===== src/rtl/commit_trace_pkg.sv =====
// Shared types for the commit trace monitor: state encoding, trace record layout, default reset PC.
package commit_trace_pkg;

    typedef enum logic [1:0] {
        StIdle = 2'd0,
        StRun  = 2'd1,
        StErr  = 2'd2
    } state_e;

    // 97-bit retirement record as queued in the trace FIFO.
    typedef struct packed {
        logic [31:0] pc;
        logic [31:0] next_pc;
        logic        redirect;
        logic [31:0] seq;
    } trace_rec_t;

    localparam logic [31:0] DefaultResetPc = 32'h8000_0000;

endpackage


===== src/rtl/commit_trace_fifo.sv =====
// Registered synchronous FIFO of trace records; no fall-through, pointers carry one extra wrap bit.
module commit_trace_fifo
    import commit_trace_pkg::*;
#(
    parameter int unsigned Depth = 8
) (
    input  logic       clk,
    input  logic       rst,
    input  logic       push_i,
    input  logic       pop_i,
    input  trace_rec_t wdata_i,
    output trace_rec_t rdata_o,
    output logic       full_o,
    output logic       empty_o
);

    localparam int unsigned PtrW = $clog2(Depth);

    logic [PtrW:0] wr_ptr_q;
    logic [PtrW:0] rd_ptr_q;
    trace_rec_t    mem_q [Depth];
    logic          do_push;
    logic          do_pop;

    assign empty_o = (wr_ptr_q == rd_ptr_q);
    assign full_o  = (wr_ptr_q[PtrW] != rd_ptr_q[PtrW]) &&
                     (wr_ptr_q[PtrW-1:0] == rd_ptr_q[PtrW-1:0]);

    assign do_pop  = pop_i && !empty_o;
    // A push into a full FIFO is accepted only when the head leaves in the same cycle.
    assign do_push = push_i && (!full_o || do_pop);

    always_ff @(posedge clk) begin
        if (!rst) begin
            wr_ptr_q <= '0;
            rd_ptr_q <= '0;
        end else begin
            if (do_push) wr_ptr_q <= wr_ptr_q + (PtrW + 1)'(1);
            if (do_pop)  rd_ptr_q <= rd_ptr_q + (PtrW + 1)'(1);
        end
    end

    always_ff @(posedge clk) begin
        if (do_push) mem_q[wr_ptr_q[PtrW-1:0]] <= wdata_i;
    end

    assign rdata_o = empty_o ? '0 : mem_q[rd_ptr_q[PtrW-1:0]];

endmodule


===== src/rtl/commit_trace_monitor.sv =====
// Retirement-trace monitor: PC-flow tracking, instret, hang/overflow detection, buffered trace port.
// Optional perf counters (cycles_o, redirects_o) are built only with COMMIT_TRACE_PERF_EN defined.
module commit_trace_monitor
    import commit_trace_pkg::*;
#(
    parameter int unsigned FIFO_DEPTH = 8,
    parameter int unsigned HANG_LIMIT = 1024,
    parameter logic [31:0] RESET_PC   = DefaultResetPc
) (
    input  logic        clk,
    input  logic        rst,
    input  logic        commit_i,
    input  logic [31:0] commit_pc_i,
    input  logic [31:0] commit_pre_pc_i,
    input  logic        trace_ready_i,
    output logic        trace_valid_o,
    output logic [31:0] trace_pc_o,
    output logic [31:0] trace_next_pc_o,
    output logic        trace_redirect_o,
    output logic [31:0] trace_seq_o,
    output logic [63:0] instret_o,
    output logic [1:0]  state_o,
    output logic        hang_o,
    output logic        overflow_o,
    output logic        start_err_o,
    output logic [63:0] cycles_o,
    output logic [31:0] redirects_o
);

    localparam int unsigned IdleW = $clog2(HANG_LIMIT + 1);

    state_e           state_q, state_d;
    logic [31:0]      exp_pc_q, exp_pc_d;
    logic [63:0]      instret_q, instret_d;
    logic [IdleW-1:0] idle_q, idle_d;
    logic             hang_q, hang_d;
    logic             ovf_q, ovf_d;
    logic             start_err_q, start_err_d;

    logic       redirect;
    logic       push_req;
    logic       pop;
    logic       fifo_full;
    logic       fifo_empty;
    trace_rec_t push_rec;
    trace_rec_t head_rec;

    assign redirect = (commit_pc_i != exp_pc_q);
    assign pop      = !fifo_empty && trace_ready_i;
    assign push_req = commit_i && (state_q != StErr);
    assign push_rec = '{pc: commit_pc_i, next_pc: commit_pre_pc_i, redirect: redirect,
                        seq: instret_q[31:0]};

    always_comb begin
        state_d     = state_q;
        exp_pc_d    = exp_pc_q;
        instret_d   = instret_q;
        idle_d      = idle_q;
        hang_d      = hang_q;
        ovf_d       = ovf_q;
        start_err_d = start_err_q;

        if (commit_i)  instret_d = instret_q + 64'd1;
        if (push_req)  exp_pc_d  = commit_pre_pc_i;
        if (push_req && fifo_full && !pop) ovf_d = 1'b1;

        case (state_q)
            StIdle: begin
                if (commit_i) begin
                    if (redirect) begin
                        start_err_d = 1'b1;
                        state_d     = StErr;
                    end else begin
                        state_d = StRun;
                    end
                end
            end
            StRun: begin
                if (commit_i) begin
                    idle_d = '0;
                end else begin
                    idle_d = idle_q + IdleW'(1);
                    if (idle_d == IdleW'(HANG_LIMIT)) begin
                        hang_d  = 1'b1;
                        state_d = StErr;
                    end
                end
            end
            StErr:   state_d = StErr;
            default: state_d = StErr;
        endcase
    end

    always_ff @(posedge clk) begin
        if (!rst) begin
            state_q     <= StIdle;
            exp_pc_q    <= RESET_PC;
            instret_q   <= '0;
            idle_q      <= '0;
            hang_q      <= 1'b0;
            ovf_q       <= 1'b0;
            start_err_q <= 1'b0;
        end else begin
            state_q     <= state_d;
            exp_pc_q    <= exp_pc_d;
            instret_q   <= instret_d;
            idle_q      <= idle_d;
            hang_q      <= hang_d;
            ovf_q       <= ovf_d;
            start_err_q <= start_err_d;
        end
    end

    commit_trace_fifo #(
        .Depth (FIFO_DEPTH)
    ) u_fifo (
        .clk     (clk),
        .rst     (rst),
        .push_i  (push_req),
        .pop_i   (pop),
        .wdata_i (push_rec),
        .rdata_o (head_rec),
        .full_o  (fifo_full),
        .empty_o (fifo_empty)
    );

    assign trace_valid_o    = !fifo_empty;
    assign trace_pc_o       = head_rec.pc;
    assign trace_next_pc_o  = head_rec.next_pc;
    assign trace_redirect_o = head_rec.redirect;
    assign trace_seq_o      = head_rec.seq;
    assign instret_o        = instret_q;
    assign state_o          = state_q;
    assign hang_o           = hang_q;
    assign overflow_o       = ovf_q;
    assign start_err_o      = start_err_q;

`ifdef COMMIT_TRACE_PERF_EN
    logic [63:0] cycles_q;
    logic [31:0] redirects_q;
    logic        count_redirect;

    assign count_redirect = commit_i && (state_q == StRun) && redirect;

    always_ff @(posedge clk) begin
        if (!rst) begin
            cycles_q    <= '0;
            redirects_q <= '0;
        end else begin
            if (state_q == StRun) cycles_q    <= cycles_q + 64'd1;
            if (count_redirect)   redirects_q <= redirects_q + 32'd1;
        end
    end

    assign cycles_o    = cycles_q;
    assign redirects_o = redirects_q;
`else
    assign cycles_o    = '0;
    assign redirects_o = '0;
`endif

endmodule


===== config.mk =====
export PLATFORM = sky130hd
export DESIGN_NAME = commit_trace_monitor
export DESIGN_NICKNAME = d
export VERILOG_FILES = /design/src/rtl/commit_trace_pkg.sv /design/src/rtl/commit_trace_fifo.sv /design/src/rtl/commit_trace_monitor.sv
export SDC_FILE = /design/constraint.sdc
export NUM_CORES = 1
export LEC_CHECK = 0
export ABC_AREA = 1
export CAP_MARGIN = 20
export CORE_ASPECT_RATIO = 0.8
export CORE_MARGIN = 4
export CORE_UTILIZATION = 52
export CTS_BUF_LIST = sky130_fd_sc_hd__clkbuf_8
export CTS_CLUSTER_DIAMETER = 60
export DETAILED_ROUTE_END_ITERATION = 8
export GPL_TIMING_DRIVEN = 0
export PLACE_DENSITY = 0.76
export SYNTH_ARGS = -nofsm -noshare
export SYNTH_HDL_FRONTEND = slang
export SYNTH_SLANG_ARGS = --single-unit

===== constraint.sdc =====
create_clock -name clk -period 12.5 [get_ports clk]
set_input_delay 1.25 -clock clk [delete_from_list [all_inputs] [get_ports clk]]
set_output_delay 1.25 -clock clk [all_outputs]
set_load 0.02 [all_outputs]

==> results.md <==
- During placement, the flow inserted port buffers numbering roughly 230.
- The worst pin sits at a relative slew slack of 22.16%.
- Between clock sinks in the finished design, the worst skew comes to 32.22 ps.
- The number of buffers inserted by post-CTS setup repair is 0.
- The number of pins exceeding their max-slew limit in the final report is 0.
- Adding up every negative setup slack in the final design gives 0 ps.
- Pin placement for this block handled 331 I/O pins.
- The number of synthesized flops with an enable pin is 776.
- The hold violation count in the final report is 0.
- The library cell used most frequently in the layout, excluding fill and tap cells, is sky130_fd_sc_hd__edfxtp_1.
- Global routing finished with a remaining overflow of 0.
- The floorplan has 87 rows.
- The slew at the pin closest to its max-slew limit is about 1200 ps.
- Clock-pin slew was measured on the worst setup and hold paths at about 60 ps.
- The final critical path time including I/O delays and setup is 5293 ps.
- The max capacitance violation total is 0.
- In this run, post-CTS repair resized a total of 0 instances.
- The number of global-route vias before repair is around 26,000.
- The count of nets after finishing is 3,988.
- In this run the power density over the cells is about 160 mW/mm2.
- Entering global routing, the biggest net connects 29 pins.
- By area the synthesized netlist is led by sky130_fd_sc_hd__edfxtp_1 (62%), sky130_fd_sc_hd__nor2_1 (7.4%), sky130_fd_sc_hd__dfxtp_1 (6.6%), sky130_fd_sc_hd__o21ai_0 (6.4%), sky130_fd_sc_hd__nand2_1 (2.3%).
- The number of vias in the routed layout is about 28,000.
- In this run, CTS created clock tree buffers numbering about 140.
- For this configuration, the core starts out at a cell density of a little over half.
- The capturing element type of the critical path is an output port.
- The arrival time of data at the critical path endpoint is slightly above 4000 ps.
- The H-tree generated during clock tree synthesis spans 4 levels.
- After synthesis, the share of flip-flops with an asynchronous set or reset is 0%.
- The area growth from synthesis to layout is 19.58%.
- Setup violations remaining at the end of the flow were counted as 0.
- Synthesis inferred 899 register bits.
- The clock root buffer is sky130_fd_sc_hd__clkbuf_8.
- The CTS tree is yes.
- The overall routing resource usage is 26.46%.
- The placed wire-length estimate is ~72,000 um.
- The maximum VDD drop is 0.1022 mV.
- After layout, the worst setup slack is 7207 ps.
- Of the cells placed in the final design, the portion with a size suffix greater than 1 is 13.23%.
- The main combinational cell family by area after synthesis is simple AND/OR/NAND/NOR gates.
- The nature of the critical path startpoint is a register.
- The number of detailed-route iterations in the first pass is 6.
- The critical setup path kind is reg2out.
- The die boundary height is 248.5 um.
- The clock reaches the later pin of the worst-skew pair after 780 ps.
- The post-synthesis sequential area ratio is 68.55%.
- In this run the remaining antenna-violating nets after routing total 0.
- The xor and xnor fraction of the mapped netlist area is 0.8389%.
- The synthesized netlist contains 43 unique library cells.
- The final worst-path cycle share is a little over two fifths.
- Summing internal, switching and leakage power gives 7.188 mW.
- The first global-routing pass estimated about 150,000 um of wire.
- In this run the mean area of a mapped cell was 11.23 um2.
- After Yosys synthesis, full adders, half adders and majority gates account for 0.1332% of the synthesized area.
- Using the TritonRoute via totals, the vias-per-cell ratio works out to 5.599.
- Once placement finished, the instance area stood at 0.04236 mm2.
- The wire length per cell after detailed routing is about 21 um.
- Prior to clock tree synthesis, the placed netlist has a worst setup slack of 8031 ps.
- Synthesis handed over a netlist of ~3,300 instances.
- The wire length reported by the detailed router is 103,800 um.
- In the synthesized netlist, mux cells make up 0% of the area.
- In the layout the commonest cells are sky130_fd_sc_hd__edfxtp_1 (776), sky130_fd_sc_hd__nor2_1 (743), sky130_fd_sc_hd__o21ai_0 (483), sky130_fd_sc_hd__nand2_1 (235), sky130_fd_sc_hd__clkdlybuf4s50_1 (233).
- The highest attainable clock frequency is 188.9 MHz.
- Setup repair after global routing left no endpoint under its margin.
- Among all flip-flop cells after synthesis, the most frequent one is sky130_fd_sc_hd__edfxtp_1.
- The number of cells on the worst reg-to-reg path is 11.
- At the worst endpoint, the required time is roughly 11,000 ps.
- The largest buffer count on any clock path is 3.
- The die span in x is between 300 and 400 um.
- The final standard cell count with taps included and fillers excluded is 4,957.
- The number of placed instances, taps included is approximately 4,700.
- sky130_fd_sc_hd__edfxtp_1 takes more of the synthesized area than any other cell.
- The initial antenna violation count came to 2.
- The clock net sink count is 899.
- The number of filler cells placed in the layout is 5,396.
- In this run the worst path has a maximum fanout of 10.
- The hold-critical path depth is 2.
- The flow ran to the end, and the final reports show no timing, DRC or antenna violations.
- After floorplanning, the core was sized to cover 0.07108 mm2.
- Summing the areas of all compound-gate instances in the mapped netlist gives a little under an eighth of the synthesized area.
- The die covers 0.07667 mm2.
- Of the total synthesized cell area, the portion taken by AND, OR, NAND and NOR gates is 13.23%.
- Once layout is done, the placed cells without fillers occupy 0.04494 mm2.
- The reported leakage power is 16.04 nW.
- The class of the tightest hold or removal check is reg2reg.
- The detailed router finished its first iteration with 3,220 violations.
- The final weighted congestion in routability-driven placement is 0.9162.
- After synthesis the cells add up to 0.03758 mm2.
- In the routed design, unresolved DRC markers number 0.
- The number of hold buffers added after cts is 0.
- The fraction of synthesized cell area taken by the top area cell type is 62.00%.
- The Yosys warning count is 0.
==> flip-flops by register name, summed over array words and instances, names as in the netlist, named ones only <==
register         count
u_fifo.rd_ptr_q      4
state_o              2
hang_o               1
u_fifo.wr_ptr_q      4
start_err_o          1
exp_pc_q            32
overflow_o           1
instret_o           64
u_fifo.mem_q       776
idle_q              11
==> Yosys cell counts, types with 20 or more instances <==
library cell	number
sky130_fd_sc_hd__a21oi_1	69
sky130_fd_sc_hd__a31oi_1	98
sky130_fd_sc_hd__buf_2	31
sky130_fd_sc_hd__buf_4	108
sky130_fd_sc_hd__clkbuf_1	115
sky130_fd_sc_hd__dfxtp_1	123
sky130_fd_sc_hd__edfxtp_1	776
sky130_fd_sc_hd__inv_1	115
sky130_fd_sc_hd__nand2_1	235
sky130_fd_sc_hd__nand2_2	20
sky130_fd_sc_hd__nand3_1	64
sky130_fd_sc_hd__nand4_1	20
sky130_fd_sc_hd__nor2_1	744
sky130_fd_sc_hd__nor2_2	21
sky130_fd_sc_hd__nor3_1	22
sky130_fd_sc_hd__o21ai_0	483
sky130_fd_sc_hd__o21ai_1	59
sky130_fd_sc_hd__o22ai_1	97
sky130_fd_sc_hd__xnor2_1	27
==> where the power goes <==
part | leakage [nW] | switching (mW) | internal (mW) | total (mW)
combinational | 6.45 | 1.02 | 0.545 | 1.57
sequential | 8.08 | 0.0220 | 3.30 | 3.33
clock | 1.51 | 1.13 | 1.17 | 2.29
==> cell families after synthesis <==
| kind of cell | Yosys count |
|---|---|
| and+or+nand+nor | 1174 |
| AOI/OAI and AO/OA | 819 |
| other | 1 |
| xor gates and xnor gates | 36 |
| buffers and inverters | 414 |
| adders and majority gates | 4 |
| DFF | 899 |
==> area by class of cell <==
| cell class | instances | area, um2 | area share (%) |
|---|---|---|---|
| Inverter | 134 | 503.0 | 1.119 |
| Buffer | 280 | 1597 | 3.552 |
| Timing Repair Buffer | 336 | 3204 | 7.130 |
| Sequential cell | 899 | 25760 | 57.33 |
| Tap cell | 934 | 1169 | 2.600 |
| Antenna cell | 2 | 5.005 | 0.01114 |
| Clock buffer | 149 | 2051 | 4.563 |
| Multi-Input combinational cell | 2129 | 10130 | 22.54 |
| Clock inverter | 94 | 520.5 | 1.158 |
==> path summary, 6_finish.rpt <==
| kind | from | end | slack [ps] |
|---|---|---|---|
| worst min register to register | start_err_o | start_err_o | 470 |
| worst max-delay path | register | trace_seq_o[29] | 7210 |
| worst min-delay path | start_err_o | start_err_o | 470 |
| worst max register to register | state_o[0] | u_fifo.mem_q[3][42] | 9070 |
==> through the flow <==
step | hold WS [ps] | util (%)
after floorplan | 441.6 | -
after global placement | 439.9 | 58.30
after detailed placement | 459.6 | 59.59
after CTS | 471.7 | 63.21
after global routing | 491.1 | 63.22
final | 468.2 | 63.23
==> routing by layer <==
layer | part of all wire (%) | wire length [um] | track usage, % | up-vias
li1 | - | - | - | 12830
met1 | 41 | 42320 | 37.47 | 13200
met2 | 46 | 47470 | 40.75 | 1560
met3 | 11 | 11330 | 5.938 | 167
met4 | 2.6 | 2695 | 8.968 | 0
met5 | 0 | 0 | 0 | -
==> worst max-delay path, cell delays in order, from the launching register on <==
cell	delay (ps)
sky130_fd_sc_hd__dfxtp_1	320
sky130_fd_sc_hd__inv_2	440
sky130_fd_sc_hd__buf_4	370
sky130_fd_sc_hd__buf_4	280
sky130_fd_sc_hd__buf_2	280
sky130_fd_sc_hd__nor2_1	70
sky130_fd_sc_hd__o22ai_1	250
sky130_fd_sc_hd__o21ai_0	160
sky130_fd_sc_hd__a31oi_1	390
sky130_fd_sc_hd__clkdlybuf4s50_1	690
Note: power is estimated with default switching activity, not from simulation.
